**src/rtl/laser_echo_tof.sv**
```systemverilog
// laser_echo_tof: receive-side time-of-flight measurement for the LiDAR datapath.
//
// Each laser shot is started by a rising edge on FIRE. The block then times the
// rising edges on the asynchronous ECHO comparator output, counting in CLK cycles.
// Echoes that arrive during a short blanking interval right after FIRE are
// ignored. At the end of the listen window the block reports either the first
// and last echo timestamps with an echo count, or a timeout.
//
// Ports:
//   CLK        in   system clock
//   RSTn       in   asynchronous active-low reset
//   EN         in   measurement enable; low aborts the shot and idles the block
//   FIRE       in   synchronous laser fire strobe; the rising edge starts a shot
//   ECHO       in   asynchronous comparator output; the rising edge is a return
//   TOF_FIRST  out  timestamp of the first accepted echo (CNT_W bits)
//   TOF_LAST   out  timestamp of the last accepted echo (CNT_W bits)
//   ECHO_CNT   out  accepted echoes, saturating at 3
//   VALID      out  one-cycle pulse: results updated, at least one echo
//   TIMEOUT    out  one-cycle pulse: window closed with no echo
//   BUSY       out  high while blanking or listening
//
// FIRE is delayed through the same number of flops as the ECHO synchronizer,
// followed by the same edge detector, so both edges reach the FSM with equal
// latency. The reported timestamp is therefore the pin-level cycle distance
// from the FIRE rise to the ECHO rise.

module laser_echo_tof #(
  parameter int CNT_W        = 16,
  parameter int SYNC_STAGES  = 2,
  parameter int BLANK_CYCLES = 20,
  parameter int MAX_CYCLES   = 10000
) (
  input  logic             CLK,
  input  logic             RSTn,
  input  logic             EN,
  input  logic             FIRE,
  input  logic             ECHO,
  output logic [CNT_W-1:0] TOF_FIRST,
  output logic [CNT_W-1:0] TOF_LAST,
  output logic [1:0]       ECHO_CNT,
  output logic             VALID,
  output logic             TIMEOUT,
  output logic             BUSY
);

  typedef enum logic [1:0] {
    IDLE,
    BLANK,
    LISTEN,
    DONE
  } state_t;

  localparam logic [CNT_W-1:0] BLANK_END  = CNT_W'(BLANK_CYCLES - 1);
  localparam logic [CNT_W-1:0] WINDOW_END = CNT_W'(MAX_CYCLES - 1);

  logic [SYNC_STAGES-1:0] echo_sync;
  logic [SYNC_STAGES-1:0] fire_dly;
  logic                   echo_prev;
  logic                   fire_prev;
  logic                   echo_edge;
  logic                   fire_edge;
  logic                   start_shot;

  state_t           state;
  logic [CNT_W-1:0] cnt;
  logic [CNT_W-1:0] first_cap;
  logic [CNT_W-1:0] last_cap;
  logic [1:0]       n_cap;

  // Input alignment: synchronizer / delay line plus edge-detect register.
  // NOTE: the synchronizer and delay flops are reset as well, so the first edge
  // detect after reset compares against a known 0 rather than a stale level.
  always_ff @(posedge CLK or negedge RSTn) begin
    if (!RSTn) begin
      echo_sync <= '0;
      fire_dly  <= '0;
      echo_prev <= 1'b0;
      fire_prev <= 1'b0;
    end else begin
      // NOTE: non-blocking assignments make every stage sample the value its
      // predecessor held before this edge, which is what a shift chain needs.
      echo_sync <= {echo_sync[SYNC_STAGES-2:0], ECHO};
      fire_dly  <= {fire_dly[SYNC_STAGES-2:0], FIRE};
      echo_prev <= echo_sync[SYNC_STAGES-1];
      fire_prev <= fire_dly[SYNC_STAGES-1];
    end
  end

  assign echo_edge = echo_sync[SYNC_STAGES-1] & ~echo_prev;
  assign fire_edge = fire_dly[SYNC_STAGES-1] & ~fire_prev;

  // A shot may start from IDLE or straight out of the DONE cycle.
  assign start_shot = fire_edge & ((state == IDLE) | (state == DONE));

  always_ff @(posedge CLK or negedge RSTn) begin
    if (!RSTn) begin
      state     <= IDLE;
      cnt       <= '0;
      first_cap <= '0;
      last_cap  <= '0;
      n_cap     <= '0;
      TOF_FIRST <= '0;
      TOF_LAST  <= '0;
      ECHO_CNT  <= '0;
      VALID     <= 1'b0;
      TIMEOUT   <= 1'b0;
      BUSY      <= 1'b0;
    end else begin
      VALID   <= 1'b0;
      TIMEOUT <= 1'b0;
      if (!EN) begin
        // Abort: no result pulse, published results are kept.
        state <= IDLE;
        BUSY  <= 1'b0;
      end else begin
        case (state)
          IDLE: ;
          BLANK: begin
            cnt <= cnt + 1'b1;
            if (cnt == BLANK_END) state <= LISTEN;
          end
          LISTEN: begin
            cnt <= cnt + 1'b1;
            if (echo_edge) begin
              if (n_cap == 2'd0) first_cap <= cnt;
              last_cap <= cnt;
              if (n_cap != 2'd3) n_cap <= n_cap + 2'd1;
            end
            // An echo edge in this final cycle is still captured above.
            if (cnt == WINDOW_END) begin
              state <= DONE;
              BUSY  <= 1'b0;
            end
          end
          DONE: begin
            if (n_cap != 2'd0) begin
              TOF_FIRST <= first_cap;
              TOF_LAST  <= last_cap;
              ECHO_CNT  <= n_cap;
              VALID     <= 1'b1;
            end else begin
              TOF_FIRST <= '0;
              TOF_LAST  <= '0;
              ECHO_CNT  <= '0;
              TIMEOUT   <= 1'b1;
            end
            state <= IDLE;
          end
          default: state <= IDLE;
        endcase

        if (start_shot) begin
          // The fire-detect cycle itself is count 0, so the first BLANK cycle
          // already reads 1 and echo timestamps equal the pin-level distance.
          state     <= BLANK;
          BUSY      <= 1'b1;
          cnt       <= CNT_W'(1);
          first_cap <= '0;
          last_cap  <= '0;
          n_cap     <= '0;
        end
      end
    end
  end

endmodule

```
**config.mk**
```make
export PLATFORM = sky130hd
export DESIGN_NAME = laser_echo_tof
export DESIGN_NICKNAME = d
export VERILOG_FILES = /design/src/rtl/laser_echo_tof.sv
export SDC_FILE = /design/constraint.sdc
export NUM_CORES = 1
export LEC_CHECK = 0
export ABC_CLOCK_PERIOD_IN_PS = 1700
export CAP_MARGIN = 20
export CORE_MARGIN = 2
export CORE_UTILIZATION = 45
export DETAILED_ROUTE_END_ITERATION = 8
export PLACE_DENSITY_LB_ADDON = 0.25
export SLEW_MARGIN = 10
export SYNTH_ARGS = -nofsm -noshare
export SYNTH_HDL_FRONTEND = slang
export SYNTH_SLANG_ARGS = --single-unit
export TNS_END_PERCENT = 30
```
**constraint.sdc**
```tcl
create_clock -name CLK -period 1.7 [get_ports CLK]
set_input_delay 0.255 -clock CLK [delete_from_list [all_inputs] [get_ports CLK]]
set_output_delay 0.255 -clock CLK [all_outputs]
set_load 0.02 [all_outputs]
```
==> run metrics, run 1 <==
CTS tree=built; WL/cell=roughly 16 um; final setup fails=6; Fmax=between 0.5 and 0.6 GHz; first-pass detailed-route iteration total=4; worst-case clock buffer depth=2; Setup crit end kind=flip-flop; num ports=42; total grt overflow=0; Post-synth ARST share=100%; XOR/XNOR share of the synthesized area=1.07%; routed vias/inst=5.43; hpwl dp=approximately 6200 um; Num CTS Buffers=9; post-route ant nets=0; cell count after synthesis=378; DRC errors left=0; post-synthesis adder-cell area fraction=~2.1%; Nets=460; number of synthesized flops with an enable pin=0; drt total wl=just under 9000 um; number of synthesized register bits=95; Final WS setup=-40.7 ps; fill count=between 700 and 800; most frequent cells in the layout=dfrtp_1 (95), nand2_1 (47), clkdlybuf4s50_1 (40); pin count of the biggest net entering global routing=between 90 and 100; Reg area=around 2400 um^2; Port Buffers=just over 40; RSZ-0062 raised after global routing=yes; htree depth=3; Synth Area in Simple Gates=a little under a fifth; mux contribution to synthesized area=less than 1%; syn nets=390; Syn Area/Cell=~11 um^2; Slew Viols, Final=0; CTS sink cnt=95; width of the die=roughly 100 um; Final period util=102%; Crit path required time=a little under 2000 ps; vias=just over 3000; vias in the first global route=~3000; Clock Skews=roughly 8.5 ps; n_diodes=0; clk slew on worst S/H paths=about 90 ps; area occupied by multi-input gates=~1700 um^2; Hold Path Class=input port to flip-flop; fraction of layout cells with a size suffix above 1=about 18%; failing checks=negative setup slack; Die Y=99.6 um; max_slew headroom=67.1%; GPL Wtd Cong=just under 0.9; Placement Setup Slack=-233 ps; Critical Path AT=1980 ps; Compound-Gate Fraction of Synth Area=16.1%; worst-skew pair later-pin latency=about 350 ps; LEAKAGE=2.40 nW; worst slew pin tran=between 400 and 500 ps; yosys warns=0; crit path time final=roughly 1700 ps; Layout area overhead=27.2%; Mapped Area=between 4000 and 5000 um^2; initial antenna violation count=0; fin util=~59%; Floorplan Core Area=8810 um^2; Worst VDD drop=between 0.5 and 0.6 mV; synth unique cells=42; clk root buf=clkbuf_8; Crit Path Category=flip-flop to flip-flop; DRT iter0 DRCs=150; GRT Util Overall=around a fifth; Die ar.=around 10000 um^2; max-cap violations=0; Max FO, Critical Path=6; largest family of logic cells by synthesized area=simple AND/OR/NAND/NOR gates; outcome=finished, violations left; first-pass GRT wire length=between 10000 and 15000 um; Final Hold Viols=0; initial core utilization=between 40% and 50%; Worst setup SP type=flip-flop; sequential-to-total area share from yosys stat=a little under 60%; Synth Flop Type=dfrtp_1; commonest non-fill, non-tap cell in the layout=dfrtp_1; site row count=34; PwrDens=between 1000 and 1500 nW/um^2
[area by class of cell]
| type | instances | area share, % |
|---|---|---|
| Clock inverter | 6 | 1.32 |
| Multi-Input combinational cell | 247 | 32.1 |
| Inverter | 9 | 0.646 |
| Timing Repair Buffer | 86 | 15.5 |
| Sequential cell | 95 | 45.4 |
| Tap cell | 108 | 2.58 |
| Clock buffer | 10 | 2.44 |
[flip-flops by register name, indices dropped and copies added, names as in the netlist]
| register | flops |
|---|---|
| TOF_FIRST | 16 |
| TOF_LAST | 16 |
| cnt | 16 |
| first_cap | 16 |
| last_cap | 16 |
| ECHO_CNT | 2 |
| echo_sync | 2 |
| fire_dly | 2 |
| n_cap | 2 |
| state | 2 |
| BUSY | 1 |
| TIMEOUT | 1 |
| VALID | 1 |
| echo_prev | 1 |
| fire_prev | 1 |
[report_power, final]
group / switching [mW] / internal (mW) / leakage [nW]
clock network: 0.788 / 0.689 / 0.0968
registers: 0.124 / 2.41 / 1.30
logic: 0.731 / 0.668 / 1.00
[cell families after synthesis]
group / after synthesis
xor gates and xnor gates: 5
DFF: 95
muxes: 4
AOI/OAI and AO/OA: 92
and+or+nand+nor: 138
adders and majority gates: 7
buffers and inverters: 37
[layer usage]
metal  GRT usage (%)  part of all wire, %
met5               0                    0
met4            7.59                  1.8
met3            2.95                  4.2
met2            30.5                   49
met1            26.1                   45
[synth_stat cells (3+ instances only)]
library cell / instances / share of area (%)
nor2_1: 14 / 1.3
a41o_1: 4 / 0.97
or3_1: 3 / 0.46
mux2i_1: 4 / 0.97
nor3_1: 3 / 0.37
o21ai_0: 36 / 4.4
buf_2: 10 / 1.2
a21oi_1: 4 / 0.49
nor4b_1: 3 / 0.64
inv_1: 9 / 0.82
a22o_1: 33 / 7.0
a31oi_1: 5 / 0.76
nand4_1: 6 / 0.91
nand2b_1: 36 / 5.5
ha_1: 7 / 2.1
dfrtp_1: 95 / 58
and3_1: 6 / 0.91
nand2_1: 49 / 4.5
nand3_1: 4 / 0.49
clkbuf_1: 17 / 1.6
xor2_1: 4 / 0.85
[repair_timing]
| action | 4_1_cts | 5_1_grt |
|---|---|---|
| setup endpoints to repair | 42 | 51 |
| setup buffers | 0 | 4 |
| hold endpoints to repair | 95 | 0 |
| hold buffers | 1 | 0 |
| gates cloned | 0 | 1 |
| pin swaps | 4 | 11 |
| resized for setup | 4 | 17 |
[final timing paths]
path | start | to | slack, ps | cells after the start
setup / recovery | cnt[2] | state[1] | -40 | 4
hold / removal | ECHO | echo_sync[0] | 350 | 1
setup reg to reg | cnt[2] | state[1] | -40 | 4
hold reg to reg | fire_dly[0] | fire_dly[1] | 360 | 0
max in group asynchronous | RSTn | cnt[3] | 840 | 3
min in group asynchronous | RSTn | TOF_FIRST[14] | 470 | 3
[through the flow]
step | total power [mW] | instance area [um^2] | hold slack (ps) | instances | TNS, ps
CTS | 5.38 | 5140 | 333 | 557 | -224
global route | 5.70 | 5230 | 353 | 561 | -1320
global placement | 3.83 | 4920 | 338 | 540 | -4630
finish | 5.41 | 5230 | 349 | 561 | -142
floorplan | 3.35 | 4140 | -40.6 | 378 | -57.7
detailed placement | 3.88 | 4920 | 340 | 540 | -5670
[critical path, cell delays in order (launching register included)]
cell	delay, ps
dfrtp_1	560
and4b_2	310
nand4_1	220
a22o_1	340
o22a_1	210
No activity file was read; power rests on OpenSTA's default activity.
==> run 2, diff against run 1 <==
--- a/config.mk
+++ b/config.mk
@@ -7,6 +7,7 @@
 export LEC_CHECK = 0
 export ABC_CLOCK_PERIOD_IN_PS = 1700
 export CAP_MARGIN = 20
+export CORE_ASPECT_RATIO = 0.5
 export CORE_MARGIN = 2
 export CORE_UTILIZATION = 45
 export DETAILED_ROUTE_END_ITERATION = 8
==> run 2 against run 1 <==
  * Maximum frequency decreased by 0.66%
  * Worst hold slack worse by 1.1 ps
  * Utilization is 1.5 points higher
  * Combinational power increased by 3%
  * The flow still finishes with violations (negative setup slack)
  * Die area up 0.47%
  * Largest cell class unchanged
  * Setup slack got worse by 12 ps
  * First-iteration DRC count grew 33%
  * Design area grew 2.4%
  * Total power rose by 9.0%
==> run metrics, run 2 (synthesized netlist as in run 1, its figures left out) <==
fin util=60.9% (was 59.4%); GPL Wtd Cong=0.889 (was 0.873); crit path time final=1750 ps (was 1740 ps); worst r2r path cells=7 (was 4); Die ar.=9960 um^2 (was 9920 um^2); setup_tns=-152 ps (was -142 ps); PwrDens=1100 nW/um^2 (was 1030 nW/um^2); clk slew on worst S/H paths=70 ps (was 90 ps); initial core utilization=46.7% (about the same); Final WS setup=-52.3 ps (was -40.7 ps); max_slew headroom=68.6% (was 67.1%); reg2reg start=state[0] (was cnt[2]); hpwl dp=6710 um (was 6180 um); commonest non-fill, non-tap cell in the layout=dfrtp_1 (unchanged); num ports=42 (unchanged); Crit Path Category=flip-flop to flip-flop (unchanged); fill count=710 (was 731); pin count of the biggest net entering global routing=70 (was 96); Final period util=103% (was 102%); GRT Util Overall=20.4% (was 19.0%); failing checks=negative setup slack (unchanged); post-route ant nets=0 (unchanged); CTS sink cnt=95 (unchanged); max-cap violations=0 (unchanged); Slew Viols, Final=0 (unchanged); WL/cell=16.8 um (was 15.8 um); fraction of layout cells with a size suffix above 1=19.2% (was 18.3%); vias in the first global route=3070 (was 3008); Layout area overhead=30.3% (was 27.2%); Worst setup SP type=flip-flop (unchanged); first-pass detailed-route iteration total=4 (unchanged); worst slew pin tran=471 ps (was 494 ps); Floorplan Core Area=8800 um^2 (was 8810 um^2); most frequent cells in the layout=dfrtp_1 (94), nand2_1 (48), clkdlybuf4s50_1 (40) (was dfrtp_1 (95), nand2_1 (47), clkdlybuf4s50_1 (40)); clk root buf=clkbuf_16 (was clkbuf_8); DRT iter0 DRCs=200 (was 150); LEAKAGE=2.44 nW (was 2.40 nW); Num CTS Buffers=9 (unchanged); htree depth=3 (unchanged); Critical Path AT=1970 ps (was 1980 ps); drt total wl=9600 um (was 8880 um); Fmax=0.571 GHz (was 0.574 GHz); min-delay src=FIRE (was ECHO); n_diodes=0 (unchanged); Hold Path Class=input port to flip-flop (unchanged); Final Hold Viols=0 (unchanged); Die Y=71.6 um (was 99.6 um); total grt overflow=0 (unchanged); worst-case clock buffer depth=2 (unchanged); Port Buffers=41 (unchanged); Worst R2R Setup Slack=-50 ps (was -40 ps); width of the die=139 um (was 99.6 um); Clock Skews=6.59 ps (was 8.51 ps); Worst VDD drop=0.537 mV (was 0.584 mV); Nets=461 (was 460); Max FO, Critical Path=10 (was 6); site row count=24 (was 34); outcome=finished, violations left (unchanged); initial antenna violation count=0 (unchanged); RSZ-0062 raised after global routing=yes (unchanged); vias=3100 (was 3046); DRC errors left=0 (unchanged); Hold Path Sink=fire_dly[0] (was echo_sync[0]); worst-skew pair later-pin latency=340 ps (was 350 ps); CTS tree=built (unchanged); first-pass GRT wire length=15700 um (was 14900 um); final setup fails=5 (was 6); hold-critical path depth=1 (unchanged); routed vias/inst=5.43 (about the same); Setup crit end kind=flip-flop (unchanged); Crit path required time=1920 ps (was 1940 ps); RR Endpoint=cnt[15] (was state[1])
run 2: cell types whose count changed in the layout (fill, tap and decap cells not counted), sizes merged:
cell and change:
and3 +1, inv +1, bufinv -1, clkbuf -1, buf +1, clkinvlp -1, and2 -1, clkinv +2
run 2: worst max-delay path by stage:
| stage | slack (ps) | start | endpoint |
|---|---|---|---|
| CTS | -40 | state[1] | state[1] |
| global route | -140 | cnt[0] | state[1] |
| global placement | -170 | EN | cnt[8] |
| detailed placement | -230 | EN | cnt[15] |
| finish | -50 | state[0] | cnt[15] |
| floorplan | -8 | state[0] | state[1] |
run 2: worst max-delay path: stages (launching register included):
cell and delay (ps):
dfrtp_1 390, inv_2 90, ha_4 210, buf_6 120, a2111oi_4 280, buf_6 190, nand4_1 170, mux2i_1 170
run 2: area by class of cell:
type | instances | area, um^2 | area share [%]
multi-input combinational | 247 | 1680 | 31.4
sequential | 95 | 2380 | 44.4
clock buffer | 9 | 225 | 4.20
timing repair buffer | 87 | 825 | 15.4
clock inverter | 7 | 67.6 | 1.26
tap | 117 | 146 | 2.73
inverter | 9 | 33.8 | 0.631
run 2: metal layers:
metal | routed length [um] | vias to the layer above | share of wire [%] | global-route usage, %
li1 | - | 1469 | - | -
met1 | 4260 | 1515 | 44 | 27.2
met2 | 4490 | 103 | 47 | 32.7
met3 | 700 | 13 | 7.3 | 5.61
met4 | 151 | 0 | 1.6 | 7.07
met5 | 0 | - | 0 | 0
run 2: power breakdown:
group	switching (mW)	internal, mW
sequential	0.119	2.41
clock	0.897	1.02
combinational	0.768	0.673
total	1.78	4.10
run 2: metrics by stage:
step	total power, mW	instances	instance area [um^2]	setup WS [ps]	hold slack [ps]
2_1_floorplan	3.35	378	4140	-7.56	-40.6
3_3_place_gp	3.82	551	4950	-167	232
3_5_place_dp	3.87	551	4950	-230	238
4_1_cts	5.86	569	5280	-36.1	335
5_1_grt	6.18	571	5360	-139	331
6_report	5.89	571	5360	-52.3	347
run 2: timing repair:
| item | 4_1_cts | 5_1_grt |
|---|---|---|
| hold buffers | 1 | 0 |
| gates resized for setup | 5 | 17 |
| pin swaps | 2 | 14 |
| setup buffers | 1 | 3 |
| gates cloned | 0 | 1 |
| endpoints found under the hold margin | 33 | 0 |
| endpoints found under the setup margin | 25 | 47 |
==> run 3, diff against run 2 <==
--- a/config.mk
+++ b/config.mk
@@ -10,8 +10,10 @@
 export CORE_ASPECT_RATIO = 0.5
 export CORE_MARGIN = 2
 export CORE_UTILIZATION = 45
+export CTS_CLUSTER_DIAMETER = 50
 export DETAILED_ROUTE_END_ITERATION = 8
 export PLACE_DENSITY_LB_ADDON = 0.25
+export SKIP_CTS_REPAIR_TIMING = 1
 export SLEW_MARGIN = 10
 export SYNTH_ARGS = -nofsm -noshare
 export SYNTH_HDL_FRONTEND = slang
==> run 3 against run 2 <==
  * The run still ends with negative setup slack left
  * Final cell count rose by 0.35%
  * Largest cell class unchanged
  * Clock skew rose by 2.5 ps
  * Register-to-register slack got worse by 90 ps
  * Die area did not move
  * Maximum frequency fell by 5.0%
  * Routed wire length fell by 0.35%
  * Critical path type unchanged
==> run metrics, run 3 (synthesized netlist as in run 1, its figures left out) <==
outcome=finished, violations left (unchanged); failing checks=negative setup slack (unchanged); fraction of layout cells with a size suffix above 1=19.3% (was 19.2%); width of the die=139 um (unchanged); initial core utilization=46.7% (unchanged); max_slew headroom=69.1% (was 68.6%); drt total wl=9570 um (was 9600 um); final cell count without fillers=573 (was 571); commonest non-fill, non-tap cell in the layout=dfrtp_1 (unchanged); Clock Power Share=32.9% (was 32.6%); Final period util=108% (was 103%); site row count=24 (unchanged); Crit path required time=1940 ps (was 1920 ps); vias=3128 (was 3100); most frequent cells in the layout=dfrtp_1 (94), nand2_1 (48), clkdlybuf4s50_1 (40) (unchanged); Crit Path Category=flip-flop to flip-flop (unchanged); WL/cell=16.7 um (was 16.8 um); Nets=463 (was 461); num ports=42 (unchanged); post-route ant nets=0 (unchanged); routed vias/inst=5.46 (was 5.43); Setup crit end kind=flip-flop (unchanged); RSZ-0062 raised after global routing=yes (unchanged); Max FO, Critical Path=3 (was 10); first-pass GRT wire length=15700 um (about the same); Layout area overhead=30.9% (was 30.3%); net switching power=1.78 mW (about the same); Sw Share=30.2% (was 30.3%); Final WS setup=-144 ps (was -52.3 ps); M2 GR Usage=32.7% (about the same); first-pass detailed-route iteration total=4 (unchanged); Num CTS Buffers=9 (unchanged); GR peak layer=met2 (unchanged); Critical Path AT=2090 ps (was 1970 ps); pin count of the biggest net entering global routing=70 (unchanged); htree depth=3 (unchanged); CTS sink cnt=95 (unchanged); initial antenna violation count=0 (unchanged); worst-case clock buffer depth=2 (unchanged); total grt overflow=0 (unchanged); Int Pwr=4.10 mW (about the same); DRC errors left=0 (unchanged); Slew Viols, Final=0 (unchanged); Worst VDD drop=0.537 mV (about the same); Port Buffers=41 (unchanged); PwrDens=1090 nW/um^2 (was 1100 nW/um^2); placed cells=551 (unchanged); Power, Total=5.88 mW (was 5.89 mW); Logic pwr share=24.1% (was 24.5%); vias in the first global route=3046 (was 3070); worst-skew pair later-pin latency=350 ps (was 340 ps); Fmax=0.542 GHz (was 0.571 GHz); LEAKAGE=2.46 nW (was 2.44 nW); DRT iter0 DRCs=194 (was 200); crit path time final=1840 ps (was 1750 ps); Die ar.=9960 um^2 (unchanged); GRT Util Overall=20.3% (was 20.4%); n_diodes=0 (unchanged); met3 Use GR=5.61% (unchanged); Die Y=71.6 um (unchanged); Final Hold Viols=0 (unchanged); GPL Wtd Cong=0.889 (unchanged); hpwl dp=6710 um (unchanged); CTS tree=built (unchanged); max-cap violations=0 (unchanged); Floorplan Core Area=8800 um^2 (unchanged); final setup fails=8 (was 5); GR Util met1=27.3% (was 27.2%); Hold Path Class=input port to flip-flop (unchanged); Worst setup SP type=flip-flop (unchanged); Reg power frac=43.0% (was 42.9%); Clock Skews=9.10 ps (was 6.59 ps); clk root buf=clkbuf_16 (unchanged); worst slew pin tran=463 ps (was 471 ps); clk slew on worst S/H paths=70 ps (about the same)
[run 3: cell types whose count changed in the layout (fill, tap and decap cells not counted), sizes merged]
| cell | previous run | this run |
|---|---|---|
| and3 | 8 | 7 |
| buf | 46 | 48 |
| clkbuf | 9 | 10 |
[run 3: cell type report]
cell class                      count  area (um^2)
Multi-Input combinational cell    246         1660
Clock buffer                        9          225
Inverter                            9         33.8
Clock inverter                      7         67.6
Sequential cell                    95         2380
Fill cell                         707         3410
Tap cell                          117          146
Timing Repair Buffer               90          873
[run 3: path summary, 6_finish.rpt]
kind | start | end | slack [ps] | cells past startpoint
max reg2reg | cnt[0] | state[1] | -140 | 5
min | FIRE | fire_dly[0] | 340 | 1
max | cnt[0] | state[1] | -140 | 5
max in group asynchronous | RSTn | cnt[12] | 690 | 3
min reg2reg | echo_sync[0] | echo_sync[1] | 360 | 0
min in group asynchronous | RSTn | echo_sync[0] | 400 | 2
[run 3: metal layers]
metal,part of all wire (%),routed length (um)
met5,0,0
met4,1.9,186
met3,5.4,521
met2,47,4470
met1,46,4390
[run 3: metrics by stage]
stage	hold WS (ps)	utilization [%]	worst slack, ps	area [um^2]	setup TNS [ps]
after floorplan	-40.6	-	-7.56	4140	-57.7
after global placement	232	56.2	-167	4950	-2590
after detailed placement	238	56.2	-230	4950	-3070
after CTS	-137	59.6	-142	5240	-1100
after global routing	333	61.2	-141	5380	-825
final	340	61.2	-144	5380	-404
[run 3: critical path, cell delays in order (launching register included)]
cell	delay (ps)
dfrtp_1	350
ha_1	180
nor4b_2	350
nand4_1	330
a22o_1	340
o22a_1	190
[run 3: power by group through the flow]
stage / sequential, mW / combinational, mW / clock [mW]
after floorplan: 2.59 / 0.767 / 0
after CTS: 2.53 / 1.33 / 1.98
after global routing: 2.54 / 1.54 / 2.07
final: 2.53 / 1.42 / 1.94
after detailed placement: 2.57 / 1.30 / 0
after global placement: 2.56 / 1.26 / 0
